--- src/rtl/wb_mem_bridge.sv ---
// rtl/wb_mem_bridge.sv - Wishbone slave to req/gnt/rvalid memory-port bridge (optional WBMEM_TIMEOUT_EN)
module wb_mem_bridge #(
  parameter int          MEM_AW      = 22,
  parameter int          TIMEOUT_CYC = 255,
  parameter logic [31:0] ERR_DATA    = 32'hDEADBEEF
) (
  input  logic              sys_clk,
  input  logic              reset_n,
  input  logic [31:0]       wb_adr,
  input  logic [31:0]       wb_dat_i,
  input  logic [3:0]        wb_sel,
  input  logic              wb_we,
  input  logic              wb_cyc,
  input  logic              wb_stb,
  input  logic [2:0]        wb_cti,
  output logic [31:0]       wb_dat_o,
  output logic              wb_ack,
  output logic              mem_req,
  output logic              mem_we,
  output logic [1:0]        mem_space,
  output logic [MEM_AW-1:0] mem_addr,
  output logic [31:0]       mem_wdata,
  output logic [3:0]        mem_be,
  input  logic              mem_gnt,
  input  logic              mem_rvalid,
  input  logic [31:0]       mem_rdata,
  output logic              bus_err
);

  typedef enum logic [1:0] {S_IDLE, S_REQ, S_RWAIT, S_ACK} state_t;

  localparam logic [1:0] SP_DRAM  = 2'd0;
  localparam logic [1:0] SP_VRAM  = 2'd1;
  localparam logic [1:0] SP_ROM   = 2'd2;
  localparam logic [1:0] SP_NVRAM = 2'd3;

  state_t            state_q;
  logic              wb_ack_q;
  logic [31:0]       wb_dat_o_q;
  logic              mem_req_q;
  logic              mem_we_q;
  logic [1:0]        mem_space_q;
  logic [MEM_AW-1:0] mem_addr_q;
  logic [31:0]       mem_wdata_q;
  logic [3:0]        mem_be_q;
  logic              bus_err_q;
  // Set when the CPU abandons the cycle while the backend is still busy
  logic              abort_q;

  logic [1:0]        space_d;
  logic              mapped_d;
  logic              start_d;
  logic              keep_ack_d;
  logic              unused_adr;

`ifdef WBMEM_TIMEOUT_EN
  localparam int TMO_W = ($clog2(TIMEOUT_CYC + 1) > 8) ? $clog2(TIMEOUT_CYC + 1) : 8;
  logic [TMO_W-1:0] tmo_cnt_q;
  logic             tmo_hit_d;
  assign tmo_hit_d = (tmo_cnt_q == TMO_W'(TIMEOUT_CYC - 1));
`endif

  assign unused_adr = ^wb_adr[1:0];

  // Region decode of the live CPU address; only consumed in IDLE
  always_comb begin
    space_d  = SP_DRAM;
    mapped_d = 1'b0;
    if (wb_adr[31:21] == 11'h000) begin
      space_d  = SP_DRAM;
      mapped_d = 1'b1;
    end else if (wb_adr[31:20] == 12'h002) begin
      space_d  = SP_VRAM;
      mapped_d = 1'b1;
    end else if (wb_adr[31:20] == 12'h030) begin
      space_d  = SP_ROM;
      mapped_d = 1'b1;
    end else if (wb_adr[31:18] == 14'h00C5) begin
      space_d  = SP_NVRAM;
      mapped_d = 1'b1;
    end
  end

  // End-of-burst beats (cti=111) never open a new access
  assign start_d    = wb_cyc & wb_stb & (wb_cti != 3'b111);
  // An abandoned cycle still completes on the backend but must not ack
  assign keep_ack_d = wb_cyc & ~abort_q;

  // Bridge FSM with all outputs registered
  always_ff @(posedge sys_clk) begin
    if (!reset_n) begin
      state_q     <= S_IDLE;
      wb_ack_q    <= 1'b0;
      wb_dat_o_q  <= '0;
      mem_req_q   <= 1'b0;
      mem_we_q    <= 1'b0;
      mem_space_q <= '0;
      mem_addr_q  <= '0;
      mem_wdata_q <= '0;
      mem_be_q    <= '0;
      bus_err_q   <= 1'b0;
      abort_q     <= 1'b0;
`ifdef WBMEM_TIMEOUT_EN
      tmo_cnt_q   <= '0;
`endif
    end else begin
      wb_ack_q <= 1'b0;
      case (state_q)
        S_IDLE: begin
          if (start_d) begin
            mem_addr_q  <= wb_adr[MEM_AW+1:2];
            mem_wdata_q <= wb_dat_i;
            mem_we_q    <= wb_we;
            mem_space_q <= space_d;
            mem_be_q    <= (wb_we && space_d == SP_NVRAM) ? 4'b0001 : wb_sel;
            abort_q     <= 1'b0;
            if (!mapped_d) begin
              bus_err_q <= 1'b1;
              if (!wb_we) wb_dat_o_q <= ERR_DATA;
              state_q   <= S_ACK;
              wb_ack_q  <= 1'b1;
            end else if (wb_we && (space_d == SP_ROM ||
                                   (space_d == SP_NVRAM && !wb_sel[0]))) begin
              // Dropped write: acknowledge without touching the backend
              state_q  <= S_ACK;
              wb_ack_q <= 1'b1;
            end else begin
              state_q   <= S_REQ;
              mem_req_q <= 1'b1;
`ifdef WBMEM_TIMEOUT_EN
              tmo_cnt_q <= '0;
`endif
            end
          end
        end

        S_REQ: begin
          if (!wb_cyc) abort_q <= 1'b1;
          if (mem_gnt) begin
            mem_req_q <= 1'b0;
            if (mem_we_q) begin
              if (keep_ack_d) begin
                state_q  <= S_ACK;
                wb_ack_q <= 1'b1;
              end else begin
                state_q <= S_IDLE;
              end
            end else begin
              state_q <= S_RWAIT;
`ifdef WBMEM_TIMEOUT_EN
              tmo_cnt_q <= '0;
`endif
            end
          end
`ifdef WBMEM_TIMEOUT_EN
          else if (tmo_hit_d) begin
            mem_req_q <= 1'b0;
            bus_err_q <= 1'b1;
            if (!mem_we_q) wb_dat_o_q <= ERR_DATA;
            if (keep_ack_d) begin
              state_q  <= S_ACK;
              wb_ack_q <= 1'b1;
            end else begin
              state_q <= S_IDLE;
            end
          end else begin
            tmo_cnt_q <= tmo_cnt_q + 1'b1;
          end
`endif
        end

        S_RWAIT: begin
          if (!wb_cyc) abort_q <= 1'b1;
          if (mem_rvalid) begin
            // NVRAM is byte-wide: only lane 0 carries data
            wb_dat_o_q <= (mem_space_q == SP_NVRAM) ? {24'h0, mem_rdata[7:0]} : mem_rdata;
            if (keep_ack_d) begin
              state_q  <= S_ACK;
              wb_ack_q <= 1'b1;
            end else begin
              state_q <= S_IDLE;
            end
          end
`ifdef WBMEM_TIMEOUT_EN
          else if (tmo_hit_d) begin
            bus_err_q  <= 1'b1;
            wb_dat_o_q <= ERR_DATA;
            if (keep_ack_d) begin
              state_q  <= S_ACK;
              wb_ack_q <= 1'b1;
            end else begin
              state_q <= S_IDLE;
            end
          end else begin
            tmo_cnt_q <= tmo_cnt_q + 1'b1;
          end
`endif
        end

        S_ACK: begin
          state_q <= S_IDLE;
        end

        default: state_q <= S_IDLE;
      endcase
    end
  end

  assign wb_ack    = wb_ack_q;
  assign wb_dat_o  = wb_dat_o_q;
  assign mem_req   = mem_req_q;
  assign mem_we    = mem_we_q;
  assign mem_space = mem_space_q;
  assign mem_addr  = mem_addr_q;
  assign mem_wdata = mem_wdata_q;
  assign mem_be    = mem_be_q;
  assign bus_err   = bus_err_q;

endmodule

--- config.mk ---
export PLATFORM = sky130hd
export DESIGN_NAME = wb_mem_bridge
export DESIGN_NICKNAME = d
export VERILOG_FILES = /design/src/rtl/wb_mem_bridge.sv
export SDC_FILE = /design/constraint.sdc
export NUM_CORES = 1
export LEC_CHECK = 0
export ABC_AREA = 0
export CAP_MARGIN = 10
export CORE_MARGIN = 3
export CORE_UTILIZATION = 44
export CTS_BUF_LIST = sky130_fd_sc_hd__clkbuf_2 sky130_fd_sc_hd__clkbuf_4 sky130_fd_sc_hd__clkbuf_8
export DETAILED_ROUTE_END_ITERATION = 10
export PLACE_DENSITY = 0.88
export SETUP_SLACK_MARGIN = 0.4
export SYNTH_ARGS = -nofsm -noshare
export SYNTH_HDL_FRONTEND = slang
export SYNTH_SLANG_ARGS = --single-unit
--- constraint.sdc ---
create_clock -name sys_clk -period 3.7 [get_ports sys_clk]
set_clock_uncertainty 0.15 [all_clocks]
set_input_delay 0.555 -clock sys_clk [delete_from_list [all_inputs] [get_ports sys_clk]]
set_output_delay 0.555 -clock sys_clk [all_outputs]
set_load 0.01 [all_outputs]
==> results.md <==
* Final period util at 0.761
* Synth top area share at 0.502
* FP Rows at 33
* YS warnings at 0
* Status: completed
* Synth Area per Inst at just over 8 um2
* Post-cts resize count at 0
* # diodes at 0
* Hold Vio Cnt, Final at 0
* CP max stage delay at 0.58 ns
* CP arrival at 2.91 ns
* I/O pin total at 206
* CTS tree: yes
* CTS root buffer: clkbuf_8
* Critical Path End Type: register
* Syn_nets at slightly below 600
* Largest area contributor in the netlist: dfxtp_1
* Total CTS buffers at 9
* Final Cell Area at ~0.0062 mm2
* Pin count of the biggest net entering global routing at 60
* Clock Latency Late Sink at roughly 0.35 ns
* DR vias at between 4000 and 5000
* CTS Hold Bufs at 0
* Routed length per placed instance at ~17 um
* Footprint of the multi-input gates at ~0.0017 mm2
* Final Max Slew Viols at 0
* Startpoint types: input pin
* Unrepaired setup endpoints after global routing: no
* Chip height at a little over 100 um
* Die W at just over 100 um
* DP HPWL at approximately 9500 um
* Sequential share of the synthesized area at 0.502
* Port bufs at between 200 and 250
* Worst vdd ir at around 0.27 mV
* Hold slack at approximately 0.31 ns
* H-Tree Level Count at 3
* Full die area at a little over 0.01 mm2
* Least-Margin Pin Slew at ~1.2 ns
* Fraction of layout cells with a size suffix above 1 at 0.0582
* Drt total wl at roughly 13000 um
* Total gr overflow at 0
* Number of distinct library cells after synthesis at 42
* Core Region at between 0.008 and 0.009 mm2
* Final setup fails at 0
* Crit-path slowest cell: and2_1
* Synth Instances at about 480
* Most frequent cell after synthesis: nand2_1
* Max-cap violations at 0
* Dpl cells at 759
* Post-CTS setup buffers at 0
* Design Power at ~0.0031 W
* Crit path max-delay family: simple AND/OR/NAND/NOR gates
* Worst min-delay path class: register to register
* Max Freq at 0.355 GHz
* GRT Util Overall at 0.250
* Number of synthesized register bits at 99
* Crit path cell chain: clkdlybuf4s50_1, or4_4, nor3_4, o211ai_2, and2_1, a311oi_1
* Fillers at 620
* PwrDens at 503 mW/mm2
* Synthesized cell area at around 0.0039 mm2
* First-pass GRT wire length at just over 20000 um
* Worst-path clk slew at 0.09 ns
* Final Wtd Congestion at approximately 0.94
* Crit Path Category: input pin to register
* Minimum clock period at approximately 2.8 ns
* Antenna violations before repair at 0
* Starting Density at 0.466
* Area delta synth->final at 57.8%
* Antenna-violating nets left at 0
* Ys async rst share at 0
* Post-synth top flop: dfxtp_1
* Fin cells at just under 800
* Reg area at 0.00198 mm2
* Setup TNS Final at 0 ns
* Drt pass-1 iters at 4
* Worst rel slew slack at 0.193
* Residual DRC at 0
* Number of synthesized flops with an enable pin at 0
* Vias in the first global route at 4075
* Post-synth top cells: 126 x nand2_1, 105 x a21oi_1, 99 x dfxtp_1, 31 x clkbuf_1, 19 x a211oi_1
* Synth top area cells: dfxtp_1 50%, a21oi_1 13%, nand2_1 12%
* Pleak at between 2 and 2.5 nW
* Cell Area, Placed at between 0.006 and 0.007 mm2
* Initial DRC count at 145
* Clock Sinks at 99
* CP Buf/Inv Count at 1
* Final nets at between 700 and 800
* Largest fanout on the critical path at 32
* CTS max path bufs at 2
* Worst EP required at approximately 3.8 ns
* DR vias/cell at 5.33
[state kept, by name, indices dropped and copies added, names as in the netlist]
name,flops
mem_wdata,32
wb_dat_o,32
abort_q,1
state_q,2
wb_ack,1
mem_we,1
mem_req,1
mem_addr,22
mem_be,4
mem_space,2
bus_err,1
[per-stage QoR]
stage / setup WS [ns] / util
finish: 0.885 / 0.735
global route: 0.723 / 0.735
CTS: 0.899 / 0.735
detailed placement: 0.536 / 0.711
global placement: 0.585 / 0.711
floorplan: 1.40 / -
[path summary, 6_finish.rpt]
check           startpoint       endpoint  slack, ns  cells after the start
max             wb_adr[29]    wb_dat_o[1]       0.89                      6
min          mem_wdata[29]  mem_wdata[29]       0.31                      2
max reg2reg     state_q[0]   wb_dat_o[17]       0.93                      6
min reg2reg  mem_wdata[29]  mem_wdata[29]       0.31                      2
[metal layers]
layer	GRT usage	routed length, um	up-vias
met1	0.288	4910	1877
met4	0.0767	194	0
met3	0.0837	1420	19
met2	0.438	6460	209
met5	0	0	-
li1	-	-	2022
[cells in the final DEF, fill, tap and decap left out, drive strengths merged, types with 10 or more instances in the layout]
cell / instances
a21oi: 106
buf: 10
o21ai: 11
a211oi: 19
clkbuf: 11
nand2: 126
dfxtp: 99
inv: 16
clkdlybuf4s50: 203
[power breakdown]
part           switching (W)  internal (W)
logic               0.000595      0.000539
clock network       0.000377      0.000332
registers          0.0000777       0.00121
[final cells by class]
type	count	area share
multi-input combinational	326	0.280
sequential	99	0.318
clock inverter	5	0.0101
timing repair buffer	213	0.339
clock buffer	11	0.0223
inverter	16	0.00965
tap	105	0.0211
[cell families after synthesis]
logic type,count (synthesis),share of synthesized area
AO/OA/AOI/OAI,158,0.241
adder cells (fa/ha/maj),5,0.0159
buffers and inverters,53,0.0565
flip-flops,99,0.502
multiplexers,3,0.00793
AND/OR/NAND/NOR,160,0.176
[worst register-to-register path, delay by kind of cell (launching register included)]
kind / cells / cell delay (ns)
AO/OA/AOI/OAI: 2 / 0.43
buffers and inverters: 1 / 0.14
flip-flops: 1 / 0.35
adder cells (fa/ha/maj): 1 / 0.32
AND/OR/NAND/NOR: 2 / 1.22
Power figures use the tool's default switching activity.
